==> src/rtl/sap2_bus_pkg.sv <==
// sap2_bus_pkg: W-bus sequencer states, agent index constants and default bus sizes
package sap2_bus_pkg;
  localparam int NAGENT_DEF = 8;
  localparam int IDXW_DEF = 3;
  typedef enum logic [1:0] {IDLE, DRIVE, LOAD, RELEASE} state_t;
  localparam int ACC = 0, TMP = 1, B = 2, C = 3, MAR = 4, MDR = 5, OUT = 6, IR = 7;
endpackage

==> src/rtl/wbus_onehot_dec.sv <==
// wbus_onehot_dec: idx -> NAGENT one-hot oh, all zero when en is low or idx >= NAGENT
module wbus_onehot_dec #(
  parameter int NAGENT = 8,
  parameter int IDXW = 3
) (
  input  logic [IDXW-1:0]   idx,
  input  logic              en,
  output logic [NAGENT-1:0] oh
);
  for (genvar i = 0; i < NAGENT; i++) begin : g_bit
    assign oh[i] = en && (idx == IDXW'(i));
  end
endmodule

==> src/rtl/wbus_transfer_seq.sv <==
// wbus_transfer_seq: W-bus move sequencer (IDLE->DRIVE->LOAD->RELEASE) driving E/nL; WBUS_SEQ_BACK2BACK_EN allows accept in RELEASE
module wbus_transfer_seq
  import sap2_bus_pkg::*;
#(
  parameter int NAGENT = NAGENT_DEF,
  parameter int IDXW = IDXW_DEF
) (
  input  logic              CLK,
  input  logic              CLR,
  input  logic              req_valid,
  output logic              req_ready,
  input  logic [IDXW-1:0]   req_src,
  input  logic [NAGENT-1:0] req_dst,
  output logic [NAGENT-1:0] E,
  output logic [NAGENT-1:0] nL,
  output logic              busy,
  output logic              done,
  output logic              err
);
  state_t state, state_n;
  logic [IDXW-1:0] src_q, src_n;
  logic [NAGENT-1:0] dst_q, dst_n, src_oh, e_n, nl_n;
  logic accept, bad, legal;
`ifdef WBUS_SEQ_BACK2BACK_EN
  assign req_ready = (state == IDLE) || (state == RELEASE);
`else
  assign req_ready = state == IDLE;
`endif
  wbus_onehot_dec #(.NAGENT(NAGENT), .IDXW(IDXW)) u_chk (
    .idx(req_src),
    .en(1'b1),
    .oh(src_oh)
  );
  wbus_onehot_dec #(.NAGENT(NAGENT), .IDXW(IDXW)) u_e (
    .idx(src_n),
    .en((state_n == DRIVE) || (state_n == LOAD)),
    .oh(e_n)
  );
  always_comb begin
    accept = req_valid && req_ready;
    bad = (32'(req_src) >= NAGENT) || (req_dst == '0) || (|(req_dst & src_oh));
    legal = accept && !bad;
    state_n = legal ? DRIVE : state == DRIVE ? LOAD : state == LOAD ? RELEASE : IDLE;
    src_n = legal ? req_src : src_q;
    dst_n = legal ? req_dst : dst_q;
    nl_n = state_n == LOAD ? ~dst_n : '1;
  end
  always_ff @(posedge CLK) begin
    if (CLR) begin
      state <= IDLE;
      src_q <= '0;
      dst_q <= '0;
      E     <= '0;
      nL    <= '1;
      busy  <= 1'b0;
      done  <= 1'b0;
      err   <= 1'b0;
    end else begin
      state <= state_n;
      src_q <= src_n;
      dst_q <= dst_n;
      E     <= e_n;
      nL    <= nl_n;
      busy  <= state_n != IDLE;
      done  <= state_n == RELEASE;
      err   <= accept && bad;
    end
  end
endmodule

==> config.mk <==
export PLATFORM = sky130hd
export DESIGN_NAME = wbus_transfer_seq
export DESIGN_NICKNAME = d
export VERILOG_FILES = /design/src/rtl/sap2_bus_pkg.sv /design/src/rtl/wbus_onehot_dec.sv /design/src/rtl/wbus_transfer_seq.sv
export SDC_FILE = /design/constraint.sdc
export NUM_CORES = 1
export LEC_CHECK = 0
export BUFFER_PORTS_ARGS = -buffer_cell sky130_fd_sc_hd__buf_2
export CAP_MARGIN = 20
export CORE_UTILIZATION = 47
export CTS_CLUSTER_SIZE = 12
export DETAILED_ROUTE_END_ITERATION = 16
export PLACE_DENSITY = 0.85
export SETUP_SLACK_MARGIN = 0.05
export SYNTH_ARGS = -nofsm -noshare
export SYNTH_HDL_FRONTEND = slang
export SYNTH_SLANG_ARGS = --single-unit
==> constraint.sdc <==
create_clock -name CLK -period 2.45 [get_ports CLK]
set_clock_uncertainty 0.15 [all_clocks]
set_input_delay 0.3675 -clock CLK [delete_from_list [all_inputs] [get_ports CLK]]
set_output_delay 0.3675 -clock CLK [all_outputs]
set_load 0.03 [all_outputs]
# Word-level counts from Yosys, hierarchy flattened
# Cells that the tools add are included.
[totals] ff_bits=32 in_bits=14 elab_cells=56
[op_classes] eq_ne=19 mux=5 n_bitwise=3 reduce_logical=21
[ops] op="3-bit == test, second input constant" count=8
[ops] op="3-bit by 2-bit == test with 1-bit output, second input constant" count=4
[ops] op="1-bit logical AND" count=11
[ops] op="8-bit bitwise AND" count=1
[ops] op="8-bit zero test" count=1
[ops] op="8-bit 2-to-1 mux" count=1
[ops] op="8-bit NOT" count=1
[ops] op="8-bit OR reduction" count=1
[ops] op="2-bit == test, second input constant" count=3
[ops] op="3-bit by 1-bit == test with 1-bit output, second input constant" count=2
[ops] op="3-bit zero test" count=2
[ops] op="2-bit 2-to-1 mux" count=3
[ops] op="2-bit by 1-bit == test with 1-bit output, second input constant" count=2
[ops] op="3-bit 2-to-1 mux" count=1
[ops] op="2-bit zero test" count=1
[ops] op="1-bit logical OR" count=2
[ops] op="2-bit nonzero test" count=1
[ops] op="2-bit OR reduction" count=1
[ops] op="1-bit zero test" count=1
[ops] op="1-bit NOT" count=1

# Logic depth before layout (Yosys ltp)
# Gate-level depths: netlist of run 1.
[depth] ltp_word=10 depth_mapped=13 mapped_depth_nobuf=11

# Modules after synthesis
# A second synthesis of run 1 with hierarchy kept.
[hier_totals] cells_unflattened=150 area_unflattened_um2=1585.3
[by_module_without_submodules] module="wbus_transfer_seq" instances=1 cells_per_inst=134 area_each_um2=1392.6 seq_area_each_um2=640.6
[by_module_without_submodules] module="wbus_onehot_dec" instances=2 cells_per_inst=8 area_each_um2=96.3 seq_area_each_um2=0.0

# Worst setup path after synthesis of run 1
# Ideal clock, no wire load.
[synth_timing] path_type="flip-flop to flip-flop" start="reg state[0]" end="reg E[3]" arrival_time_ns=2.279 setup_slack_ns=-0.050 stages_incl_launch_ff=14 path_buffers=2 path_cell_list="dfxtp_1 -> inv_1 -> ha_1 -> nand2_1 -> a21oi_1 -> and2_4 -> buf_6 -> buf_6 -> nor2_1 -> ha_1 -> nand2b_1 -> nor2_1 -> nand3_1 -> mux2i_1"
[synth_via] elab_chain_cells=7 word_cells_on_any_way=14
[synth_lines] item="start: declaration" line_no="wbus_transfer_seq.sv:20" source="state_t state, state_n;"
[synth_lines] item="start signal: assignment" line_no="wbus_transfer_seq.sv:59" source="state <= state_n;"
[synth_lines] item="2-bit zero test *" line_no="wbus_transfer_seq.sv:27" source="assign req_ready = state == IDLE;"
[synth_lines] item="net req_ready" line_no="wbus_transfer_seq.sv:11" source="output logic req_ready,"
[synth_lines] item="1-bit logical AND *" line_no="wbus_transfer_seq.sv:40" source="accept = req_valid && req_ready;"
[synth_lines] item="1-bit logical AND *" line_no="wbus_transfer_seq.sv:42" source="legal = accept && !bad;"
[synth_lines] item="2-bit 2-to-1 mux" line_no="wbus_transfer_seq.sv:43" source="state_n = legal ? DRIVE : state == DRIVE ? LOAD : state == LOAD ? RELEASE : IDLE;"
[synth_lines] item="2-bit by 1-bit == test with 1-bit output / 2-bit == test (equally long branches)" line_no="wbus_transfer_seq.sv:36" source=".en((state_n == DRIVE) || (state_n == LOAD)),"
[synth_lines] item="1-bit logical OR" line_no="wbus_transfer_seq.sv:36"
[synth_lines] item="1-bit logical AND *" line_no="wbus_onehot_dec.sv:11" source="assign oh[i] = en && (idx == IDXW'(i));"
[synth_lines] item="end signal: assignment" line_no="wbus_transfer_seq.sv:62" source="E <= e_n;"
[synth_lines] item="end: declaration" line_no="wbus_transfer_seq.sv:14" source="output logic [NAGENT-1:0] E,"
# The timed path passes the listed nets; every way through them passes the cells marked *.
# A chain may end at the register's enable or synchronous reset.

# Worst setup path after layout of run 1
[layout_timing] start="reg state[0]" end="reg E[1]"
[layout_via] elab_chain_cells=7 word_cells_on_any_way=14
[layout_lines] item="2-bit == test / 2-bit zero test (equally long branches)" line_no="wbus_transfer_seq.sv:43, wbus_transfer_seq.sv:27"
[layout_lines] item="2-bit 2-to-1 mux / 1-bit logical AND (equally long branches)" line_no="wbus_transfer_seq.sv:43, wbus_transfer_seq.sv:40"
[layout_lines] item="2-bit 2-to-1 mux / 1-bit logical AND (equally long branches)" line_no="wbus_transfer_seq.sv:43, wbus_transfer_seq.sv:42"
[layout_lines] item="2-bit 2-to-1 mux" line_no="wbus_transfer_seq.sv:43"
[layout_lines] item="2-bit by 1-bit == test with 1-bit output / 2-bit == test (equally long branches)" line_no="wbus_transfer_seq.sv:36"
[layout_lines] item="1-bit logical OR" line_no="wbus_transfer_seq.sv:36"
[layout_lines] item="1-bit logical AND *" line_no="wbus_onehot_dec.sv:11"
# Mark *: on every way between the ends. The rest lies on a longest branch, timed or not.

==> results of run 1 <==
## registers in the layout, indices dropped and copies added (netlist names)
register / cells
E: 8
busy: 1
done: 1
dst_q: 8
err: 1
nL: 8
src_q: 3
state: 2
## final timing paths
kind,endpoint,slack [ps],cells after the start
setup reg to reg,E[1]$_SDFF_PP0_,380,11
setup / recovery,E[1]$_SDFF_PP0_,380,11
hold / removal,nL[4]$_SDFF_PP1_,110,2
hold reg to reg,dst_q[7]$_SDFF_PP0_,320,2
## critical path: cells and delay by family (launching register included)
| kind | cells | cell delay [ps] |
|---|---|---|
| AO/OA/AOI/OAI | 2 | 360 |
| adder cells (fa/ha/maj) | 2 | 480 |
| buffers and inverters | 1 | 80 |
| flip-flops | 1 | 320 |
| AND/OR/NAND/NOR | 6 | 610 |
## placed cells by master, fill, tap and decap left out
| cell | netlist | routed |
|---|---|---|
| ha_1 | 4 | 3 |
| clkbuf_1 | 10 | 1 |
| nand3_1 | 4 | 4 |
| nor2_1 | 9 | 5 |
| mux2i_1 | 9 | 9 |
| o21ba_2 | 1 | 1 |
| nand2b_4 | 0 | 1 |
| a211oi_1 | 1 | 1 |
| clkinv_2 | 0 | 1 |
| buf_2 | 0 | 33 |
| a21oi_1 | 9 | 9 |
| o21ai_1 | 1 | 2 |
| dfxtp_1 | 32 | 32 |
| nand2_1 | 19 | 19 |
| nand4_1 | 3 | 3 |
| nor2b_1 | 6 | 6 |
| buf_4 | 0 | 5 |
| clkbuf_4 | 0 | 5 |
| nand4b_1 | 11 | 11 |
| a31oi_1 | 8 | 8 |
| mux4_2 | 1 | 1 |
| o31ai_1 | 1 | 1 |
| nand2b_1 | 11 | 10 |
| nor4_1 | 2 | 2 |
| and2_4 | 1 | 1 |
| nor2_2 | 0 | 3 |
| ha_2 | 0 | 1 |
| nor2_4 | 0 | 1 |
| inv_1 | 5 | 5 |
| o21ai_0 | 12 | 11 |
## power groups by stage
stage                     registers, mW  logic (mW)  clock network, mW
after floorplan                   0.611       0.183                  0
after CTS                         0.571       0.278              0.283
after detailed placement          0.583       0.278                  0
final                             0.572       0.278              0.278
after global routing              0.576       0.304              0.305
after global placement            0.582       0.272                  0
## per-layer routing
layer | global-route usage, % | part of all wire, % | vias up
li1 | - | - | 634
met1 | 24.7 | 46 | 602
met4 | 8.01 | 1.1 | 0
met2 | 31.2 | 46 | 48
met3 | 8.62 | 6.9 | 4
met5 | 0 | 0 | -
## kinds of logic after synthesis
logic type / Yosys count / share of synthesized area (%)
compound gates: 33 / 12.8
fa+ha+maj: 4 / 3.46
buf+inv: 18 / 6.23
flops: 32 / 44.3
mux: 10 / 7.79
simple gates: 66 / 25.4
## through the flow
step	power, mW	utilization [%]	worst slack, ps	cells
global route	1.19	59.7	204	226
global placement	0.854	58.0	214	219
CTS	1.13	59.7	386	226
floorplan	0.794	-	26.5	163
detailed placement	0.861	58.0	162	219
finish	1.13	59.7	378	226
## layout make-up
cell class	count	area, um2	area share (%)
Clock inverter	1	5.00	0.297
Sequential cell	32	641	38.0
Timing Repair Buffer	38	203	12.0
Clock buffer	6	41.3	2.45
Inverter	5	18.8	1.11
Tap cell	31	38.8	2.30
Multi-Input combinational cell	113	741	43.9
==> impl_metrics.yaml, run 1 <==
floorplan:
  core_region_area_um2: 2830
  rows: 19
  die_w_um: 57.5
  die_area_um2: 3300
  die_h_um: 57.5
  top_level_ports: 34
  initial_core_util_pct: 51.1
timing:
  finalCritPeriodShare_pct: 84.6
  finalSetupTns_ps: 0
  slew_viol_final: 0
  clock.fmax_mhz: 483
  min_period_ps: 2070
  worst_slew_pin_slew_ps: 397
  hold_viol_final: 0
  rsz0062_at_grt: "no"
  slew_headroom_pct: 73.3
  hold_ws_ps: 115
  setup_viol: 0
power:
  cellLeakagePower_nw: 0.665
  p_seq_share_pct: 50.7
  power_density_nw_per_um2: 668
  pwr-share-comb_pct: 24.7
  power_frac_clock_pct: 24.6
  switching_share_pct: 33.1
  switching_power_uw: 373
  internal_power_uw: 755
  ir_drop_uv: 403
detailed_routing:
  vias: 1288
  drc: 5
  antenna_left: 0
  wirelength_mm: 3.13
  drt_iter0_markers: 30
  drt-wirelength-per-cell_um: 13.8
  via_per_inst: 5.70
  first_pass_iters: 10
clock_tree:
  cts_num_sinks: 32
  tritoncts: "yes"
  htree_levels: 2
  clk_pin_slew_ps: 100
  holdBufCountCts: 0
  postCtsSetupBuffers: 0
  cts.path.max_buffers: 2
  cts-root-buf: "clkbuf_4"
  cts_resized: 0
  cts_buffers: 5
  clk_latency_ps: 330
global_route:
  grt_usage_pct: 20.2
  antenna_found_initial: 0
  first_global_vias: 1121
  grt_remaining_overflow: 0
  grt_max_degree: 30
  grt_pass1_wl_mm: 4.97
logic_synthesis:
  async_reset_ff_share_pct: 0
  yosysWarnings: 0
  synth_top_area_share_pct: 44.3
  yosys.area.top_type: "dfxtp_1"
  synth_cell_types: 23
  yosys_register_bits: 32
  synth_flop_cell: "dfxtp_1"
  synth-seq-area-share_pct: 44.3
  synth_common_cells: "dfxtp_1, nand2_1, o21ai_0"
  synth-edff-count: 0
  synthCells: 163
  synth.area.top_cells: "dfxtp_1, nand4b_1, mux2i_1"
  synth_nets: 181
  synth_area_um2: 1450
  avgSynthCellArea_um2: 8.87
  synth.most_common_cell: "dfxtp_1"
placement:
  dp_hpwl_mm: 2.08
  dpl_cell_area_um2: 1640
  gp_congestion: 0.792
  io_buffer_count: 33
final_layout:
  fill_cells: 265
  syn_to_final_growth_pct: 16.7
  final_layout_size_suffix_gt1_share_pct: 27.2
  antennaDiodeCount: 0
  nets: 213
  final_cell_area_um2: 1690
critical_path:
  regToRegStartpoint: "state[0]$_SDFF_PP0_"
  path_cells: "inv_1, ha_2, nand2_1, a21oi_1, and2_4, nor2_1, ha_1, nand2b_4, nor2_2, nand2_1, o21ai_0"
  start_kind: "flip-flop"
  path_common_cell: "nand2_1"
  slowest_delay_ps: 320
  slowest_stage: "dfxtp_1"
  worst-setup-path-type: "flip-flop to flip-flop"
  worstPathArrival_ps: 2170
  worst_setup_path_end_kind: "flip-flop"
  cp_max_fo: 4
  required_ps: 2550
  cp-startpoint: "state[0]$_SDFF_PP0_"
min_path:
  hp-class: "input port to flip-flop"
  hp-start: "req_dst[4]"
status:
  outcome: "finished, violations left"
  violations: "DRC"
job:
  max-cap-violations: 0
Note: power is estimated with default switching activity, not from simulation.
==> inputs of run 2 (changes only) <==
ABC_AREA = 1   (was not set)
CORE_UTILIZATION = 46   (was 47)
clock period = 1.85 ns   (was 2.45 ns; I/O delays follow)
==> run 2 against run 1 <==
Against the previous run:
- the run now ends clean
- core utilization rose by 9.1 points
- sequential power rose by 33%
- register-to-register slack got worse by 310 ps
- final cell count rose by 12%
- critical path type unchanged
==> impl_metrics.yaml, run 2 <==
status:
  outcome: "completed"
global_route:
  first_global_vias: 988
  antenna_found_initial: 0
  grtUsageMet2_pct: 26.5
  grtUsageMet3_pct: 5.39
  grt_max_degree: 19
  grt-busiest-layer: "met2"
  grt.met1_usage_pct: 22.3
  grt_remaining_overflow: 0
  grt_usage_pct: 18.0
  grt_pass1_wl_mm: 4.17
clock_tree:
  clk_latency_ps: 340
  clk_pin_slew_ps: 100
  htree_levels: 2
  cts_num_sinks: 32
  tritoncts: "yes"
  cts_buffers: 5
  cts-root-buf: "clkbuf_4"
  cts.path.max_buffers: 2
  holdBufCountCts: 0
job:
  max-cap-violations: 0
critical_path:
  rr_endpoint: "E[1]$_SDFF_PP0_"
  cp_max_fo: 4
  regToRegStartpoint: "state[0]$_SDFF_PP0_"
  slowest_delay_ps: 340
  slowest_stage: "dfxtp_2"
  reg2regPathDepth: 12
  worst_setup_path_end_kind: "flip-flop"
  critPathTopFamily: "simple AND/OR/NAND/NOR gates"
  r2r_slack_ps: 60
  required_ps: 1990
  worstPathArrival_ps: 1920
  path_cells: "inv_2, ha_4, nand2_4, inv_8, nand4_4, inv_2, nor2_4, ha_4, inv_2, nor2_4, nand3_4, nor2_4"
  start_kind: "flip-flop"
  worst-setup-path-type: "flip-flop to flip-flop"
  cp_num_buf_inv: 4
logic_synthesis:
  synth-seq-area-share_pct: 49.0
  synth.area.top_cells: "dfxtp_1, nand2_1, inv_1"
  synth_flop_cell: "dfxtp_1"
  synth-edff-count: 0
  synth.most_common_cell: "nand2_1"
  synth_top_area_share_pct: 49.0
  synth_area_um2: 1310
  async_reset_ff_share_pct: 0
  synth_cell_types: 20
  avgSynthCellArea_um2: 7.64
  synth_nets: 189
  synth_common_cells: "nand2_1, dfxtp_1, inv_1"
  synthCells: 171
  yosysWarnings: 0
  yosys.area.top_type: "dfxtp_1"
  yosys_register_bits: 32
floorplan:
  rows: 18
  die_h_um: 55.3
  core_region_area_um2: 2590
  die_area_um2: 3060
  initial_core_util_pct: 50.4
  top_level_ports: 34
  die_w_um: 55.3
final_layout:
  final_util_pct: 68.8
  reg.largest.list: "E x8, dst_q x8, nL x8"
  nets: 240
  final_cell_mix: "nand2_1, buf_2, dfxtp_1"
  syn_to_final_growth_pct: 36.4
  antennaDiodeCount: 0
  stdcell_count: 253
  final_layout_size_suffix_gt1_share_pct: 37.2
  final_common_cell: "nand2_1"
placement:
  gp_congestion: 0.830
  dp_hpwl_mm: 1.84
  dp_cells: 239
  io_buffer_count: 33
detailed_routing:
  drt-wirelength-per-cell_um: 10.6
  drc: 0
  vias: 1168
  antenna_left: 0
  first_pass_iters: 4
  wirelength_mm: 2.69
  via_per_inst: 4.62
  drt_iter0_markers: 37
timing:
  hold_viol_final: 0
  rsz0062_at_grt: "yes"
  min_period_ps: 1790
  finalCritPeriodShare_pct: 96.5
  worst_slew_pin_slew_ps: 291
  setup_viol: 0
  slew_viol_final: 0
  slew_headroom_pct: 80.6
  clock.fmax_mhz: 560
min_path:
  min_to: "nL[7]$_SDFF_PP1_"
  hp-class: "input port to flip-flop"
  holdPathStages: 4
  hp-start: "req_dst[7]"
power:
  power_density_nw_per_um2: 1040
  ir_drop_uv: 828
  cellLeakagePower_nw: 0.873
run 2: cell count changes in the layout (fill, tap and decap cells not counted), moves of 8 or more:
| cell | change |
|---|---|
| nand2_1 | +24 |
| inv_1 | +18 |
| nor2_1 | +14 |
| nand4b_1 | -11 |
| nand2b_1 | -10 |
| mux2i_1 | -9 |
| a21oi_1 | -8 |
| a31oi_1 | -8 |
| buf_4 | +8 |
| o21ai_0 | -8 |
run 2: tightest hold or removal path: stages:
cell and delay, ps:
buf_2 90, inv_1 40, nand2_1 70, nand3_1 60
run 2: cell type report:
class / instances / area, um2
Clock inverter: 1 / 30.0
Fill cell: 186 / 808
Multi-Input combinational cell: 108 / 627
Tap cell: 30 / 37.5
Clock buffer: 7 / 65.1
Inverter: 29 / 116
Sequential cell: 32 / 643
Timing Repair Buffer: 46 / 263
run 2: cell families (layout without fill, tap and decap cells):
kind of cell	after synthesis	count (layout)	synth area share (%)
buffers and inverters	31	83	9.48
flip-flops	32	32	49.0
AO/OA/AOI/OAI	6	6	2.87
adder cells (fa/ha/maj)	4	4	3.83
AND/OR/NAND/NOR	98	98	34.8
run 2: metal layers:
metal / up-vias / part of all wire, % / routed length (um)
met4: 0 / 2.0 / 55
li1: 623 / - / -
met3: 6 / 6.1 / 164
met1: 501 / 46 / 1240
met2: 38 / 46 / 1230
met5: - / 0 / 0
run 2: metrics by stage:
step	TNS, ps	hold slack (ps)	power (mW)	worst slack, ps	cell area [um2]
6_report	0	97.0	1.86	64.5	1780
5_1_grt	-76.8	128	1.96	-32.0	1780
4_1_cts	0	84.5	1.77	60.0	1670
3_5_place_dp	-201	329	1.18	-42.6	1580
3_3_place_gp	0	322	1.17	12.8	1580
2_1_floorplan	0	197	1.08	47.7	1340
run 2: report_power, final:
part           total [mW]  switching [mW]  internal, mW
Combinational       0.503           0.311         0.192
Clock               0.595           0.236         0.359
Sequential          0.761          0.0178         0.744
run 2: worst max-delay path by stage:
stage	to	startpoint	slack, ps	cells past startpoint
after detailed placement	E[1]$_SDFF_PP0_	req_src[1]	-40	14
final	E[1]$_SDFF_PP0_	state[0]$_SDFF_PP0_	60	12
after CTS	E[1]$_SDFF_PP0_	state[1]$_SDFF_PP0_	60	12
after global placement	E[1]$_SDFF_PP0_	req_src[1]	10	14
after global routing	E[1]$_SDFF_PP0_	state[0]$_SDFF_PP0_	-30	12
after floorplan	E[0]$_SDFF_PP0_	state[1]$_SDFF_PP0_	50	12
run 2: timing repair:
item,4_1_cts,5_1_grt
resized for setup,0,15
endpoints found under the setup margin,0,8
buffers inserted,0,6
==> inputs of run 3 (changes only) <==
CORE_MARGIN = 10   (was not set)
clock period = 1.48 ns   (was 1.85 ns; I/O delays follow)
==> run 3 against run 2 <==
Against the previous run:
- the run now ends with setup timing left
- hold slack got worse by 1.4 ps
- sequential share of layout area decreased by 3.3 points
- via count increased by 11%
- first-iteration DRC count increased by 68%
- total power increased by 19%
- critical path type unchanged
- largest power group unchanged
==> impl_metrics.yaml, run 3 (synthesized netlist as in run 2, its figures left out) <==
critical_path:
  slowest_delay_ps: 340
  slowest_stage: "dfxtp_2"
  reg2regPathDepth: 12
  path_depth: 12
  critPathTopFamily: "simple AND/OR/NAND/NOR gates"
  path_common_cell: "inv_2"
  worst-setup-path-type: "flip-flop to flip-flop"
  worstPathArrival_ps: 1910
  cp_num_buf_inv: 4
  start_kind: "flip-flop"
  worst_setup_path_end_kind: "flip-flop"
  cp_max_fo: 4
  path_cells: "inv_2, ha_4, nand2_4, clkinv_4, nand4_4, inv_2, nor2_4, ha_4, inv_2, nor2_4, nand3_4, nor2_2"
  required_ps: 1590
power:
  power_density_nw_per_um2: 1130
  ir_drop_uv: 1060
  cellLeakagePower_nw: 0.952
timing:
  hold_viol_final: 0
  setup_viol: 25
  rsz0062_at_grt: "yes"
  slew_headroom_pct: 79.7
  hold_ws_ps: 95.5
  clock.fmax_mhz: 555
  fin_ws_ps: -322
  slew_viol_final: 0
  finalSetupTns_ps: -4530
  worst_slew_pin_slew_ps: 305
  min_period_ps: 1800
  finalCritPeriodShare_pct: 122
global_route:
  grt_max_degree: 19
  grt_pass1_wl_mm: 5.14
  grt_remaining_overflow: 0
  antenna_found_initial: 0
  grt_usage_pct: 11.9
  first_global_vias: 1196
detailed_routing:
  via_per_inst: 4.82
  first_pass_iters: 4
  wirelength_mm: 3.49
  vias: 1296
  antenna_left: 0
  drt-wirelength-per-cell_um: 13.0
  drt_iter0_markers: 62
  drc: 0
clock_tree:
  cts_buffers: 5
  cts_num_sinks: 32
  htree_levels: 2
  tritoncts: "yes"
  cts-root-buf: "clkbuf_4"
  clk_pin_slew_ps: 90
  clk_latency_ps: 320
  cts.path.max_buffers: 2
  holdBufCountCts: 0
final_layout:
  antennaDiodeCount: 0
  final_cell_area_um2: 1960
  nets: 255
  fill_cells: 207
  syn_to_final_growth_pct: 49.9
  final_layout_size_suffix_gt1_share_pct: 46.6
  reg.largest.list: "E x8, dst_q x8, nL x8"
  final_cell_mix: "nand2_1, buf_2, dfxtp_1"
placement:
  gp_congestion: 0.832
  dp_hpwl_mm: 2.35
  pre_cts_ws_ps: -441
  io_buffer_count: 33
  dpl_cell_area_um2: 1680
floorplan:
  top_level_ports: 34
  core_region_area_um2: 2730
  die_h_um: 73.3
  rows: 19
  die_w_um: 73.3
  die_area_um2: 5370
  initial_core_util_pct: 47.8
min_path:
  hp-class: "input port to flip-flop"
  holdPathStages: 2
job:
  max-cap-violations: 0
status:
  outcome: "finished, violations left"
  violations: "setup timing"
[run 3: changes by cell type in the layout (fill, tap and decap cells not counted), moves of 2 or more]
cell / change
buf_4: +12
nand2_1: -10
nand2_2: +10
o21ai_0: -3
o21ai_4: +3
buf_12: +2
clkbuf_1: +2
nand3_2: +2
[run 3: layout make-up]
cell class	count	area, um2	area share [%]
multi-input cells	108	686	35.0
flip-flops and latches	32	643	32.8
repair buffers	61	418	21.3
inverters	29	114	5.81
clock buffers	8	58.8	3.00
well taps	31	38.8	1.98
[run 3: path summary, 6_finish.rpt]
path                  startpoint                  end  slack, ps
max reg2reg  state[1]$_SDFF_PP0_      E[0]$_SDFF_PP0_       -320
min reg2reg  dst_q[1]$_SDFF_PP0_     nL[1]$_SDFF_PP1_        350
min                          CLR  dst_q[0]$_SDFF_PP0_        100
max          state[1]$_SDFF_PP0_      E[0]$_SDFF_PP0_       -320
[run 3: routing by layer]
layer | vias up | track usage (%) | share of wire, % | wire, um
met5 | - | 0 | 0 | 0
met4 | 0 | 8.28 | 2.7 | 95
met3 | 12 | 4.71 | 8.0 | 280
met2 | 46 | 20.0 | 52 | 1800
met1 | 585 | 11.9 | 38 | 1320
li1 | 653 | - | - | -
[run 3: what timing repair did]
action | 4_1_cts | 5_1_grt
setup buffers | 2 | 6
endpoints found under the setup margin | 26 | 29
pin swaps | 8 | 8
resized for setup | 9 | 28
gates cloned | 0 | 1
[run 3: metrics by stage]
stage	power (mW)	utilization (%)	std cells
after floorplan	1.35	-	171
after global placement	1.51	61.3	253
after CTS	2.04	64.3	262
after global routing	2.33	71.6	269
after detailed placement	1.53	61.3	253
final	2.20	71.6	269
[run 3: worst reg2reg max path, stage by stage, from the launching register on]
cell      delay (ps)
dfxtp_2          340
inv_2             70
ha_4             150
nand2_4           50
clkinv_4          50
nand4_4           80
inv_2            100
nor2_4            40
ha_4             260
inv_2             40
nor2_4           140
nand3_4          140
nor2_2           150
[run 3: power breakdown]
part / switching, mW / internal (mW)
clock network: 0.259 / 0.234
registers: 0.0234 / 0.929
logic: 0.443 / 0.315
total: 0.726 / 1.48
